`config.mk`:
```
export PLATFORM = sky130hd
export DESIGN_NAME = sn74_mux_scan
export DESIGN_NICKNAME = d
export VERILOG_FILES = /design/src/rtl/sn74_mux_pkg.sv /design/src/rtl/sn74_mux_scan_seq.sv /design/src/rtl/sn74_mux_scan.sv
export SDC_FILE = /design/constraint.sdc
export NUM_CORES = 1
export LEC_CHECK = 0
export BUFFER_PORTS_ARGS = -buffer_cell sky130_fd_sc_hd__buf_2
export CAP_MARGIN = 10
export CORE_ASPECT_RATIO = 1.1
export CORE_MARGIN = 3
export CORE_UTILIZATION = 43
export CTS_CLUSTER_SIZE = 40
export DETAILED_ROUTE_END_ITERATION = 8
export GPL_TIMING_DRIVEN = 0
export PLACE_DENSITY = 0.74
export SYNTH_ARGS = -nofsm -noshare
export SYNTH_HDL_FRONTEND = slang
export SYNTH_SLANG_ARGS = --single-unit
```
`constraint.sdc`:
```
create_clock -name clk -period 1.6 [get_ports clk]
set_clock_uncertainty 0.05 [all_clocks]
set_input_delay 0.48 -clock clk [delete_from_list [all_inputs] [get_ports clk]]
set_output_delay 0.48 -clock clk [all_outputs]
set_load 0.01 [all_outputs]
```
`src/rtl/sn74_mux_pkg.sv`:
```
// Shared types and helpers for the sn74_mux_scan selector family.
package sn74_mux_pkg;

  typedef enum logic [0:0] {
    ST_ENTER = 1'b0,
    ST_DWELL = 1'b1
  } seq_state_e;

  function automatic int unsigned clog2(input int unsigned v);
    int unsigned r;
    r = 0;
    for (int unsigned i = 0; i < 32; i++) begin
      if ((64'd1 << i) < 64'(v)) r = i + 1;
    end
    return r;
  endfunction

  // Disabled-output pattern: all ones for the inverting variant, else all zeros.
  function automatic logic [63:0] dis_val(input int unsigned width, input int unsigned invert);
    logic [63:0] m;
    m = (width >= 64) ? '1 : ((64'd1 << width) - 64'd1);
    return (invert != 0) ? m : '0;
  endfunction

endpackage

```
`src/rtl/sn74_mux_scan_seq.sv`:
```
// Channel sequencer for sn74_mux_scan: owns ch, the dwell counter, the
// ENTER/DWELL state, wrap-around and the valid pulse.
module sn74_mux_scan_seq
  import sn74_mux_pkg::*;
#(
  parameter int unsigned CHANNELS = 4,
  parameter int unsigned DWELL    = 1,
  parameter int unsigned SEL_W    = 2
) (
  input  logic             clk,
  input  logic             rst_n,
  input  logic             i_str,
  input  logic             i_mode,
  input  logic             i_load,
  input  logic [SEL_W-1:0] i_sel,
  output logic [SEL_W-1:0] o_ch,
  output logic             o_valid
);

  localparam int unsigned       DCNT_W    = (clog2(DWELL) < 1) ? 1 : clog2(DWELL);
  localparam logic [SEL_W-1:0]  LAST_CH   = SEL_W'(CHANNELS - 1);
  localparam logic [DCNT_W-1:0] LAST_DCNT = DCNT_W'(DWELL - 1);

  seq_state_e        r_state, w_state_nxt;
  logic [SEL_W-1:0]  r_ch, w_ch_nxt;
  logic [DCNT_W-1:0] r_dcnt, w_dcnt_nxt;
  logic              r_valid, w_valid_nxt;
  logic              w_sel_oor;

  assign w_sel_oor = (32'(i_sel) >= CHANNELS);

  always_ff @(posedge clk or negedge rst_n) begin
    if (!rst_n) begin
      r_state <= ST_ENTER;
      r_ch    <= '0;
      r_dcnt  <= '0;
      r_valid <= 1'b0;
    end else begin
      r_state <= w_state_nxt;
      r_ch    <= w_ch_nxt;
      r_dcnt  <= w_dcnt_nxt;
      r_valid <= w_valid_nxt;
    end
  end

  // Manual edges park the FSM in ENTER, so the first unstrobed scan edge
  // (including one coinciding with a strobe release) is always the ENTER edge.
  always_comb begin
    w_state_nxt = r_state;
    if (!i_str) w_state_nxt = i_mode ? ST_DWELL : ST_ENTER;
  end

  always_comb begin
    w_ch_nxt    = r_ch;
    w_dcnt_nxt  = r_dcnt;
    w_valid_nxt = 1'b0;
    if (!i_str) begin
      if (!i_mode) begin
        w_ch_nxt    = i_sel;
        w_dcnt_nxt  = '0;
        w_valid_nxt = i_load && (i_sel != r_ch);
      end else if (r_state == ST_ENTER) begin
        w_ch_nxt   = w_sel_oor ? '0 : i_sel;
        w_dcnt_nxt = '0;
      end else begin
        w_valid_nxt = (r_dcnt == '0);
        if (r_dcnt == LAST_DCNT) begin
          w_dcnt_nxt = '0;
          w_ch_nxt   = (r_ch >= LAST_CH) ? '0 : r_ch + SEL_W'(1);
        end else begin
          w_dcnt_nxt = r_dcnt + DCNT_W'(1);
        end
      end
    end
  end

  assign o_ch    = r_ch;
  assign o_valid = r_valid;

endmodule

```
`src/rtl/sn74_mux_scan.sv`:
```
// N-channel W-bit registered selector with strobe, optional inversion and auto-scan.
// Optional parity output enabled by defining SN74_MUX_SCAN_PARITY_EN.
module sn74_mux_scan
  import sn74_mux_pkg::*;
#(
  parameter  int unsigned WIDTH    = 4,
  parameter  int unsigned CHANNELS = 4,
  parameter  int unsigned DWELL    = 1,
  parameter  int unsigned INVERT   = 1,
  localparam int unsigned SEL_W    = (clog2(CHANNELS) < 1) ? 1 : clog2(CHANNELS)
) (
  input  logic                      clk,
  input  logic                      rst_n,
  input  logic [CHANNELS*WIDTH-1:0] din,
  input  logic [SEL_W-1:0]          sel,
  input  logic                      str,
  input  logic                      mode,
  input  logic                      load,
  output logic [WIDTH-1:0]          out,
  output logic [SEL_W-1:0]          ch,
  output logic                      valid,
  output logic                      err
`ifdef SN74_MUX_SCAN_PARITY_EN
  ,
  output logic                      par
`endif
);

  localparam logic [WIDTH-1:0] DIS = WIDTH'(dis_val(WIDTH, INVERT));

  logic [SEL_W-1:0] w_ch, w_idx;
  logic             w_oor;
  logic [WIDTH-1:0] w_data, w_fdata, w_out_nxt, r_out;
  logic             w_err_nxt, r_err;

  sn74_mux_scan_seq #(
    .CHANNELS (CHANNELS),
    .DWELL    (DWELL),
    .SEL_W    (SEL_W)
  ) u_seq (
    .clk     (clk),
    .rst_n   (rst_n),
    .i_str   (str),
    .i_mode  (mode),
    .i_load  (load),
    .i_sel   (sel),
    .o_ch    (w_ch),
    .o_valid (valid)
  );

  assign w_idx = mode ? w_ch : sel;
  assign w_oor = (32'(w_idx) >= CHANNELS);

  // Explicit compare-mux keeps out-of-range indices from reading past din.
  always_comb begin
    w_data = '0;
    for (int unsigned k = 0; k < CHANNELS; k++) begin
      if (32'(w_idx) == k) w_data = din[k*WIDTH +: WIDTH];
    end
  end

  assign w_fdata = (INVERT != 0) ? ~w_data : w_data;

  always_comb begin
    w_out_nxt = r_out;
    w_err_nxt = r_err;
    if (str) begin
      w_out_nxt = DIS;
    end else if (mode) begin
      w_out_nxt = w_oor ? DIS : w_fdata;
      w_err_nxt = w_oor;
    end else begin
      w_err_nxt = w_oor;
      if (load) w_out_nxt = w_oor ? DIS : w_fdata;
    end
  end

  always_ff @(posedge clk or negedge rst_n) begin
    if (!rst_n) begin
      r_out <= DIS;
      r_err <= 1'b0;
    end else begin
      r_out <= w_out_nxt;
      r_err <= w_err_nxt;
    end
  end

`ifdef SN74_MUX_SCAN_PARITY_EN
  logic r_par;

  always_ff @(posedge clk or negedge rst_n) begin
    if (!rst_n) r_par <= ^DIS;
    else        r_par <= ^w_out_nxt;
  end

  assign par = r_par;
`endif

  assign out = r_out;
  assign ch  = w_ch;
  assign err = r_err;

endmodule
```
* After elaboration in Yosys (flattened, before gate mapping)
Index checks and enable logic that the tools add are counted.
Cells by class: multiply operators 0, reductions and logical operators 4, magnitude comparators 1, $add $sub $neg 2, bitwise logic cells 3, mux-type cells 19, div/mod/pow operators 0, shift operators 0, equal/unequal tests 5
Operators with widths (count):
- 2-to-1 mux 4 bit | 7
- 2-to-1 mux 2 bit | 5
- 2-to-1 mux 1 bit | 7
- equality test 2 bit, second input constant | 2
- NOT 4 bit | 1
- inequality test 3 bit, second input constant | 1
- nonzero test 3 bit | 1
- adder 2 x 1 -> 2 bit, second input constant | 1
- equality test 2 x 1 -> 1 bit, second input constant | 1
- greater-or-equal comparator 2 bit, second input constant | 1
- logical NOT 2 bit | 1
- inequality test 2 bit | 1
- NOT 1 bit | 2
- AND reduction 2 bit | 1
- adder 1 bit, second input constant | 1
- logical AND 1 bit | 1
Storage, ports and cells: output and inout port bits 8, memories kept 0, latch bits 0, ROM bits 0, RAM bits 0, input bits 23, register bits after elaboration 9

* Depth between registers and ports, before layout
Gate-level depths: netlist of run 1.
word-level depth 10, depth in mapped cells 5, depth with buffers taken out 4

* Cells and area by module
From an unflattened synthesis of run 1, not the netlist that was laid out.
Second synthesis, totals: cells, all modules 61, area total of the unflattened synthesis 584.3 sq um
Modules (own cells, without submodules):
- sn74_mux_scan | area an instance 367.9 sq um, cells an instance 42, times used 1
- sn74_mux_scan_seq | area an instance 216.5 sq um, cells an instance 19, times used 1

* Least setup slack after synthesis of run 1
No wires, ideal clock.
kind flip-flop to flip-flop, start register u_seq.r_ch[0] (netlist: u_seq.o_ch[0]), end register r_out[1] (netlist: out[1]), data arrival time 1.279 ns, path buffers 1, library setup time 0.077 ns, stages on the path, launching flop included 6, slack 0.193 ns, data required time 1.473 ns, cell sequence dfrtp_1 buf_6 mux2i_2 mux2i_1 nand2_1 a31oi_1
On the way: word-level cells in the longest chain between the ends 10
Ends and longest elaborated chain:
- start, declared | line sn74_mux_scan_seq.sv:25 | logic [SEL_W-1:0] r_ch, w_ch_nxt;
- start signal, assigned | line sn74_mux_scan_seq.sv:40 | r_ch <= w_ch_nxt;
- 2-to-1 mux 2 bit * | line sn74_mux_scan.sv:51 | assign w_idx = mode ? w_ch : sel;
- logical NOT 2 bit | line sn74_mux_scan.sv:58 | if (32'(w_idx) == k) w_data = din[k*WIDTH +: WIDTH];
- 2-to-1 mux 4 bit (3 in a row) | line sn74_mux_scan.sv:58
- 2-to-1 mux 4 bit * | line sn74_mux_scan.sv:58
- NOT 4 bit * | line sn74_mux_scan.sv:62 | assign w_fdata = (INVERT != 0) ? ~w_data : w_data;
- 2-to-1 mux 4 bit | line sn74_mux_scan.sv:74 | if (load) w_out_nxt = w_oor ? DIS : w_fdata;
- 2-to-1 mux 4 bit * | line sn74_mux_scan.sv:69 | end else if (mode) begin
- 2-to-1 mux 4 bit * | line sn74_mux_scan.sv:67 | if (str) begin
- end signal, assigned | line sn74_mux_scan.sv:83 | r_out <= w_out_nxt;
- end, declared | line sn74_mux_scan.sv:33 | logic [WIDTH-1:0] w_data, w_fdata, w_out_nxt, r_out;
Mark *: on every way between the ends. The rest lies on a longest branch, timed or not. The select of a mux whose other input is x is not followed. A chain may end at the register's enable or synchronous reset.

* Worst setup path in the final report of run 1
start register u_seq.r_ch[1] (netlist: u_seq.o_ch[1]), end output ch[1]
RTL lines:
- end, declared | line sn74_mux_scan.sv:20 | output logic [SEL_W-1:0] ch,
No word-level cell between the ends.

==> flow_metrics.env, run 1 <==
export IMPL_cp_top_family="flip-flops"
export IMPL_clock_sink_count=8
export IMPL_synth_seq_cells=8
export IMPL_die_width_um=42.26
export IMPL_crit_chain="buf_2"
export IMPL_rrSetupSlack_ns=0.18
export IMPL_end_kind="output pin"
export IMPL_worstRegToRegCells=5
export IMPL_final_nets=130
export IMPL_clk_latency_worst_skew_pair_ns=0.25
export IMPL_finalWeightedCongestion=0.7990
export IMPL_cellPowerDensity_nw_per_um2=746.8
export IMPL_setup_worst_path_class="flop to output pin"
export IMPL_hold_path_class="input pin to flop"
export IMPL_crit_reg2reg_launch="u_seq.o_ch[0]"
export IMPL_first_global_vias=605
export IMPL_core_area_um2=1269
export IMPL_path_clk_slew_ns=0.06
export IMPL_initial_core_util_pct=49.01
export IMPL_timing_rr_end="out[1]"
export IMPL_cp_endpoint="ch[1]"
export IMPL_antennaDiodeCount=0
export IMPL_postSynthCellCount=71
export IMPL_cts_tree="done"
export IMPL_worst_path_buf_inv=1
export IMPL_post_cts_setup_buffer_count=0
export IMPL_dpl_instance_area_um2=785.8
export IMPL_required_time_of_the_critical_path_ns=1.07
export IMPL_antenna_found_initial=0
export IMPL_synth_warning_count=0
export IMPL_final_hold_viol_count=0
export IMPL_worstSetupStartpoint="u_seq.o_ch[1]"
export IMPL_cts_buffers_inserted=3
export IMPL_fin_total_pwr_uw=620.5
export IMPL_final_layout_size_suffix_gt1_share_pct=42.86
export IMPL_finalCoreUtilization_pct=65.48
export IMPL_final_seq_area_um2=205.2
export IMPL_synth_avg_cell_area_um2=8.758
export IMPL_number_of_placed_i_o_pins=31
export IMPL_area_growth_synth_to_final_pct=33.60
export IMPL_grt_start_max_net_pins=11
export IMPL_final_max_slew_viol_count=0
export IMPL_globalRouteOverflowTotal=0
export IMPL_htree_levels=1
export IMPL_die_h_um=45.89
export IMPL_grt_pass1_wl_mm=2.525
export IMPL_globalRouteTotalUtil_pct=17.59
export IMPL_final_min_period_ns=1.430
export IMPL_fillerInstances=116
export IMPL_worst_hold_slack_ns=0.4245
export IMPL_finish_instance_area_um2=830.8
export IMPL_yosys_area_top_type="sky130_fd_sc_hd__dfstp_2"
export IMPL_power_leakage_nw=0.3911
export IMPL_remaining_drc_errors=0
export IMPL_critical_path_max_stage_delay_ns=0.47
export IMPL_ant_nets=0
export IMPL_achievable_frequency_ghz=0.6995
export IMPL_final_min_period_over_clock_period_pct=89.35
export IMPL_synth_area_leaders="sky130_fd_sc_hd__dfstp_2, sky130_fd_sc_hd__dfrtp_1, sky130_fd_sc_hd__mux2i_1"
export IMPL_run_status="complete, no violations"
export IMPL_netlist_area_leader_share_pct=16.90
export IMPL_worst_endpoint_arrival_ns=0.90
export IMPL_detailroute_via_count=653
export IMPL_crit_slowest_cell="sky130_fd_sc_hd__dfrtp_1"
export IMPL_cts_max_path_buffers=2
export IMPL_final_cell_mix="sky130_fd_sc_hd__buf_2, sky130_fd_sc_hd__nand2_1"
export IMPL_drtPass1Iterations=4
export IMPL_timing_critical_path_fanout_max=5
export IMPL_ys_types=30
export IMPL_ctsRootBufferMaster="sky130_fd_sc_hd__clkbuf_4"
export IMPL_multi_input_comb_area_um2=384.1
export IMPL_rsz_0062_raised_after_global_routing="false"
export IMPL_setup_worst_path_start_class="flop"
export IMPL_area_of_the_die_um2=1939
export IMPL_post_dp_hpwl_mm=1.261
export IMPL_drt_initial_drc_count=20
export IMPL_port_buffer_count=29
export IMPL_finalSetupViolCount=0
export IMPL_synth_seq_area_share_pct=33.00
export IMPL_post_drt_via_cell_ratio=5.442
export IMPL_cap_violations=0
export IMPL_num_rows=13
export IMPL_synth_area_um2=621.8
export IMPL_critical_path_depth=1
export IMPL_route_detailed_wl_per_inst_um=12.81
export IMPL_layout_commonest_cell="sky130_fd_sc_hd__buf_2"
export IMPL_worst_ir_drop_on_vdd_uv=778.0
export IMPL_routed_wirelength_mm=1.537
export IMPL_synth_net_count=95
## routing by layer
metal	part of all wire [%]	track usage [%]
met4	0	1.863
met5	0	0
met2	49	31.91
met3	11	9.091
met1	41	18.99
## cells in the mapped netlist, drive strengths merged
cell type / instances
nor4: 1
conb: 1
or2: 1
o21ai: 5
or3: 1
inv: 2
nand2: 9
a21boi: 1
nor3: 5
nand2b: 1
clkbuf: 1
a31oi: 1
a21oi: 5
dfrtp: 4
ha: 1
o32ai: 1
o211ai: 1
dfstp: 4
mux2: 3
a211oi: 4
nor2: 5
mux2i: 6
buf: 3
xor2: 2
o22a: 1
o21bai: 2
## worst min-delay path by stage
stage / endpoint / depth (start not counted) / startpoint / slack, ns
3_3_place_gp: u_seq.r_state / 1 / rst_n / 0.27
5_1_grt: out[2] / 4 / din[2] / 0.44
4_1_cts: out[1] / 3 / din[13] / 0.42
3_5_place_dp: u_seq.r_state / 1 / rst_n / 0.28
2_1_floorplan: u_seq.o_ch[0] / 0 / rst_n / 0.13
6_report: out[1] / 3 / din[13] / 0.42
## stage by stage
stage               cells  setup TNS, ns  setup WS [ns]
floorplan              71              0         0.1935
global placement      115       -0.02172       -0.02172
detailed placement    115       -0.09354       -0.05288
CTS                   120              0        0.04823
global route          120              0        0.09643
finish                120              0         0.1704
## state kept, by name (all words and copies together) (netlist names)
register	cells
out	4
u_seq.o_ch	2
u_seq.o_valid	1
u_seq.r_state	1
## power by group
group | leakage (nW) | internal [mW] | switching (mW)
Combinational | 0.285 | 0.102 | 0.106
Clock | 0.0150 | 0.0953 | 0.0671
Sequential | 0.0911 | 0.233 | 0.0174
Total | 0.391 | 0.429 | 0.191
## timing repair
| action | 4_1_cts | 5_1_grt |
|---|---|---|
| resized for setup | 0 | 1 |
| endpoints found under the hold margin | 4 | 0 |
| hold buffers | 1 | 0 |
| setup endpoints to repair | 0 | 2 |
## logic make-up (layout without fill, tap and decap cells)
group | after synthesis | count (layout) | synth area share, %
mux | 9 | 9 | 15.69
fa+ha+maj | 1 | 1 | 2.012
simple gates | 23 | 23 | 17.71
flops | 8 | 8 | 33.00
other cells | 1 | 1 | 0.6030
compound gates | 21 | 21 | 21.53
buf+inv | 6 | 40 | 6.638
xor+xnor | 2 | 2 | 2.817
## cell type report
cell class | count | share of cell area [%]
multi-input cells | 57 | 46.23
flip-flops and latches | 8 | 24.70
repair buffers | 30 | 18.67
plain buffers | 4 | 4.066
clock buffers | 4 | 3.163
well taps | 15 | 2.259
inverters | 2 | 0.9036
Note: power is estimated with default switching activity, not from simulation.
==> inputs of run 2 (changes only) <==
- CORE_UTILIZATION: 43 -> 42
- PLACE_DENSITY: 0.74 -> 0.72
==> flow_metrics.env, run 2 (same netlist as run 1, synthesis figures left out) <==
export IMPL_finish_instance_area_um2=830.8
export IMPL_area_of_the_die_um2=1979
export IMPL_initial_core_util_pct=48.39
export IMPL_drtPass1Iterations=4
export IMPL_post_dp_hpwl_mm=1.331
export IMPL_final_max_slew_viol_count=0
export IMPL_post_drt_via_cell_ratio=5.542
export IMPL_cts_max_path_buffers=2
export IMPL_cap_violations=0
export IMPL_end_kind="output pin"
export IMPL_grt_start_max_net_pins=11
export IMPL_layout_commonest_cell="sky130_fd_sc_hd__buf_2"
export IMPL_crit_slowest_cell="sky130_fd_sc_hd__dfstp_2"
export IMPL_detailroute_via_count=665
export IMPL_num_rows=13
export IMPL_achievable_frequency_ghz=0.6928
export IMPL_cts_buffers_inserted=3
export IMPL_worstSetupStartpoint="out[2]"
export IMPL_cellPowerDensity_nw_per_um2=754.9
export IMPL_route_detailed_wl_per_inst_um=13.74
export IMPL_remaining_drc_errors=0
export IMPL_path_clk_slew_ns=0.06
export IMPL_post_layout_nonfiller_instances=120
export IMPL_fin_total_pwr_uw=627.2
export IMPL_rsz_0062_raised_after_global_routing="false"
export IMPL_final_cell_mix="sky130_fd_sc_hd__buf_2, sky130_fd_sc_hd__nand2_1"
export IMPL_final_hold_viol_count=0
export IMPL_grt_pass1_wl_mm=2.670
export IMPL_worst_endpoint_arrival_ns=0.91
export IMPL_core_area_um2=1285
export IMPL_cts_tree="done"
export IMPL_die_width_um=42.69
export IMPL_worst_hold_slack_ns=0.4313
export IMPL_globalRouteTotalUtil_pct=18.57
export IMPL_port_buffer_count=29
export IMPL_place_ws_ns=-0.02561
export IMPL_final_min_period_over_clock_period_pct=90.21
export IMPL_dpl_instance_area_um2=785.8
export IMPL_worst_ir_drop_on_vdd_uv=467.6
export IMPL_hold_start="din[13]"
export IMPL_setup_worst_path_class="flop to output pin"
export IMPL_post_cts_setup_buffer_count=0
export IMPL_finalSetupViolCount=0
export IMPL_die_h_um=46.36
export IMPL_first_global_vias=626
export IMPL_critical_path_max_stage_delay_ns=0.54
export IMPL_clock_sink_count=8
export IMPL_max_ffs_per_register=4
export IMPL_clk_latency_worst_skew_pair_ns=0.25
export IMPL_final_layout_size_suffix_gt1_share_pct=42.86
export IMPL_antenna_found_initial=0
export IMPL_crit_reg2reg_launch="u_seq.o_ch[0]"
export IMPL_cp_top_family="flip-flops"
export IMPL_ctsRootBufferMaster="sky130_fd_sc_hd__clkbuf_4"
export IMPL_area_growth_synth_to_final_pct=33.60
export IMPL_number_of_placed_i_o_pins=31
export IMPL_htree_levels=1
export IMPL_final_critical_path_setup_slack_ns=0.1567
export IMPL_antennaDiodeCount=0
export IMPL_ant_nets=0
export IMPL_hold_path_class="input pin to flop"
export IMPL_required_time_of_the_critical_path_ns=1.07
export IMPL_final_min_period_ns=1.443
export IMPL_final_nets=130
export IMPL_rrSetupSlack_ns=0.20
export IMPL_drt_initial_drc_count=35
export IMPL_multi_input_comb_area_um2=384.1
export IMPL_run_status="complete, no violations"
export IMPL_setup_worst_path_start_class="flop"
export IMPL_crit_chain="buf_2"
export IMPL_globalRouteOverflowTotal=0
export IMPL_placed_cell_count=115
export IMPL_power_leakage_nw=0.3911
export IMPL_timing_critical_path_fanout_max=2
export IMPL_final_seq_area_um2=205.2
export IMPL_fillerInstances=118
export IMPL_worst_path_buf_inv=1
export IMPL_routed_wirelength_mm=1.649
export IMPL_finalWeightedCongestion=0.8682
## run 2: what timing repair did
item | in CTS | in global routing
resized for setup | 0 | 1
setup endpoints to repair | 0 | 1
hold buffers | 0 | 1
hold endpoints to repair | 0 | 4
## run 2: cell type report
class,instances,area share [%]
Timing Repair Buffer,30,18.67
Buffer,4,4.066
Clock buffer,4,3.163
Inverter,2,0.9036
Tap cell,15,2.259
Multi-Input combinational cell,57,46.23
Sequential cell,8,24.70
## run 2: final timing paths
| check | endpoint | depth (start not counted) |
|---|---|---|
| worst max register to register | out[3] | 5 |
| worst min-delay path | out[1] | 3 |
| max in group asynchronous | out[3] | 2 |
| worst min register to register | out[1] | 2 |
| worst max-delay path | out[2] | 1 |
| min in group asynchronous | u_seq.r_state | 2 |
## run 2: metrics by stage
stage          TNS [ns]  utilization, %
2_1_floorplan         0               -
3_3_place_gp          0           61.15
3_5_place_dp   -0.02561           61.15
4_1_cts               0           63.19
5_1_grt               0           64.65
6_report              0           64.65
## run 2: metal layers
metal	global-route usage [%]	wire [µm]	part of all wire (%)
met4	5.590	0	0
met5	0	0	0
met2	31.44	829	50
met3	8.203	169	10
met1	21.19	650	39
## run 2: power breakdown
group,leakage [nW],switching [mW],internal [mW]
logic,0.285,0.109,0.102
clock network,0.0150,0.0702,0.0955
registers,0.0911,0.0180,0.233
total,0.391,0.197,0.430
==> inputs of run 3 (changes only) <==
- CORE_UTILIZATION: 42 -> 30
- PLACE_DENSITY: 0.72 -> 0.54
==> flow_metrics.env, run 3 (same netlist as run 1, synthesis figures left out) <==
export IMPL_worst_path_buf_inv=1
export IMPL_globalRouteOverflowTotal=0
export IMPL_max_ffs_per_register=4
export IMPL_drtPass1Iterations=4
export IMPL_post_layout_nonfiller_instances=131
export IMPL_num_rows=16
export IMPL_finalWeightedCongestion=0.7993
export IMPL_remaining_drc_errors=0
export IMPL_route_detailed_wl_per_inst_um=13.81
export IMPL_final_max_slew_viol_count=0
export IMPL_detailroute_via_count=640
export IMPL_finalSetupViolCount=0
export IMPL_fin_setup_tns_ns=0
export IMPL_area_growth_synth_to_final_pct=35.41
export IMPL_drt_initial_drc_count=3
export IMPL_required_time_of_the_critical_path_ns=1.07
export IMPL_routed_wirelength_mm=1.809
export IMPL_post_dp_hpwl_mm=1.358
export IMPL_ant_nets=0
export IMPL_area_of_the_die_um2=2656
export IMPL_layout_commonest_cell="sky130_fd_sc_hd__buf_2"
export IMPL_cts_buffers_inserted=3
export IMPL_rsz_0062_raised_after_global_routing="false"
export IMPL_end_kind="output pin"
export IMPL_critical_path_max_stage_delay_ns=0.53
export IMPL_crit_chain="buf_2"
export IMPL_cp_top_family="flip-flops"
export IMPL_run_status="complete, no violations"
export IMPL_first_global_vias=614
export IMPL_grt_start_max_net_pins=11
export IMPL_hold_start="din[13]"
export IMPL_hold_path_class="input pin to flop"
export IMPL_final_min_period_ns=1.456
export IMPL_crit_reg2reg_launch="u_seq.o_ch[0]"
export IMPL_cellPowerDensity_nw_per_um2=753.6
export IMPL_crit_slowest_cell="sky130_fd_sc_hd__dfstp_2"
export IMPL_power_leakage_nw=0.3899
export IMPL_die_h_um=53.75
export IMPL_final_nets=130
export IMPL_final_cell_mix="sky130_fd_sc_hd__buf_2, sky130_fd_sc_hd__nand2_1"
export IMPL_clk_latency_worst_skew_pair_ns=0.27
export IMPL_cts_max_path_buffers=2
export IMPL_die_width_um=49.41
export IMPL_setup_worst_path_start_class="flop"
export IMPL_final_min_period_over_clock_period_pct=91.02
export IMPL_final_layout_size_suffix_gt1_share_pct=43.27
export IMPL_cts_tree="done"
export IMPL_antenna_found_initial=0
export IMPL_worst_hold_slack_ns=0.3969
export IMPL_cap_violations=0
export IMPL_core_area_um2=1862
export IMPL_placed_cell_count=127
export IMPL_grt_pass1_wl_mm=2.863
export IMPL_worst_ir_drop_on_vdd_uv=331.5
export IMPL_post_cts_setup_buffer_count=0
export IMPL_worstSetupStartpoint="out[2]"
export IMPL_ctsRootBufferMaster="sky130_fd_sc_hd__clkbuf_4"
export IMPL_timing_critical_path_fanout_max=2
export IMPL_final_hold_viol_count=0
export IMPL_antennaDiodeCount=0
export IMPL_path_clk_slew_ns=0.07
export IMPL_post_drt_via_cell_ratio=4.885
export IMPL_achievable_frequency_ghz=0.6867
export IMPL_globalRouteTotalUtil_pct=14.47
export IMPL_setup_worst_path_class="flop to output pin"
export IMPL_port_buffer_count=29
export IMPL_initial_core_util_pct=33.40
export IMPL_clock_sink_count=8
export IMPL_htree_levels=1
export IMPL_number_of_placed_i_o_pins=31
export IMPL_worst_endpoint_arrival_ns=0.93
## run 3: changes by cell type in the layout (fill, tap and decap cells not counted)
cell,delta
sky130_fd_sc_hd__clkbuf_1,-1
## run 3: worst paths after layout
check	slack [ns]	depth (start not counted)	end
worst max-delay path	0.14	1	out[2]
worst min register to register	0.44	2	u_seq.r_state
max in group asynchronous	0.70	2	out[3]
min in group asynchronous	0.55	2	u_seq.o_ch[0]
worst max register to register	0.17	5	out[1]
worst min-delay path	0.40	3	out[1]
## run 3: timing repair
action / 4_1_cts / 5_1_grt
hold buffers: 1 / 0
endpoints found under the setup margin: 0 / 4
resized for setup: 0 / 1
endpoints found under the hold margin: 2 / 0
## run 3: layout make-up
cell class | instances | area (µm²)
multi-input combinational | 57 | 384.1
fill | 195 | 1020
inverter | 2 | 7.507
buffer | 4 | 33.78
clock buffer | 3 | 22.52
tap | 27 | 33.78
timing repair buffer | 30 | 155.1
sequential | 8 | 205.2
## run 3: power by group
| part | switching, mW | internal (mW) | total [mW] |
|---|---|---|---|
| clock | 0.0876 | 0.0867 | 0.174 |
| sequential | 0.0164 | 0.232 | 0.249 |
| combinational | 0.110 | 0.102 | 0.212 |
| total | 0.214 | 0.421 | 0.635 |
## run 3: metal layers
layer	wire length [µm]	vias up	GRT usage, %
li1	-	319	-
met1	830	293	17.36
met2	842	23	24.55
met3	97	5	2.770
met4	40	0	8.295
met5	0	-	0
## run 3: metrics by stage
stage | instance area, µm² | power [mW] | utilization [%] | setup slack [ns]
2_1_floorplan | 621.8 | 0.3774 | - | 0.1935
3_3_place_gp | 800.8 | 0.4563 | 43.01 | -0.05261
3_5_place_dp | 800.8 | 0.4603 | 43.01 | -0.06708
4_1_cts | 833.3 | 0.6351 | 44.76 | 0.004531
5_1_grt | 842.1 | 0.6744 | 45.23 | 0.08595
6_report | 842.1 | 0.6346 | 45.23 | 0.1437
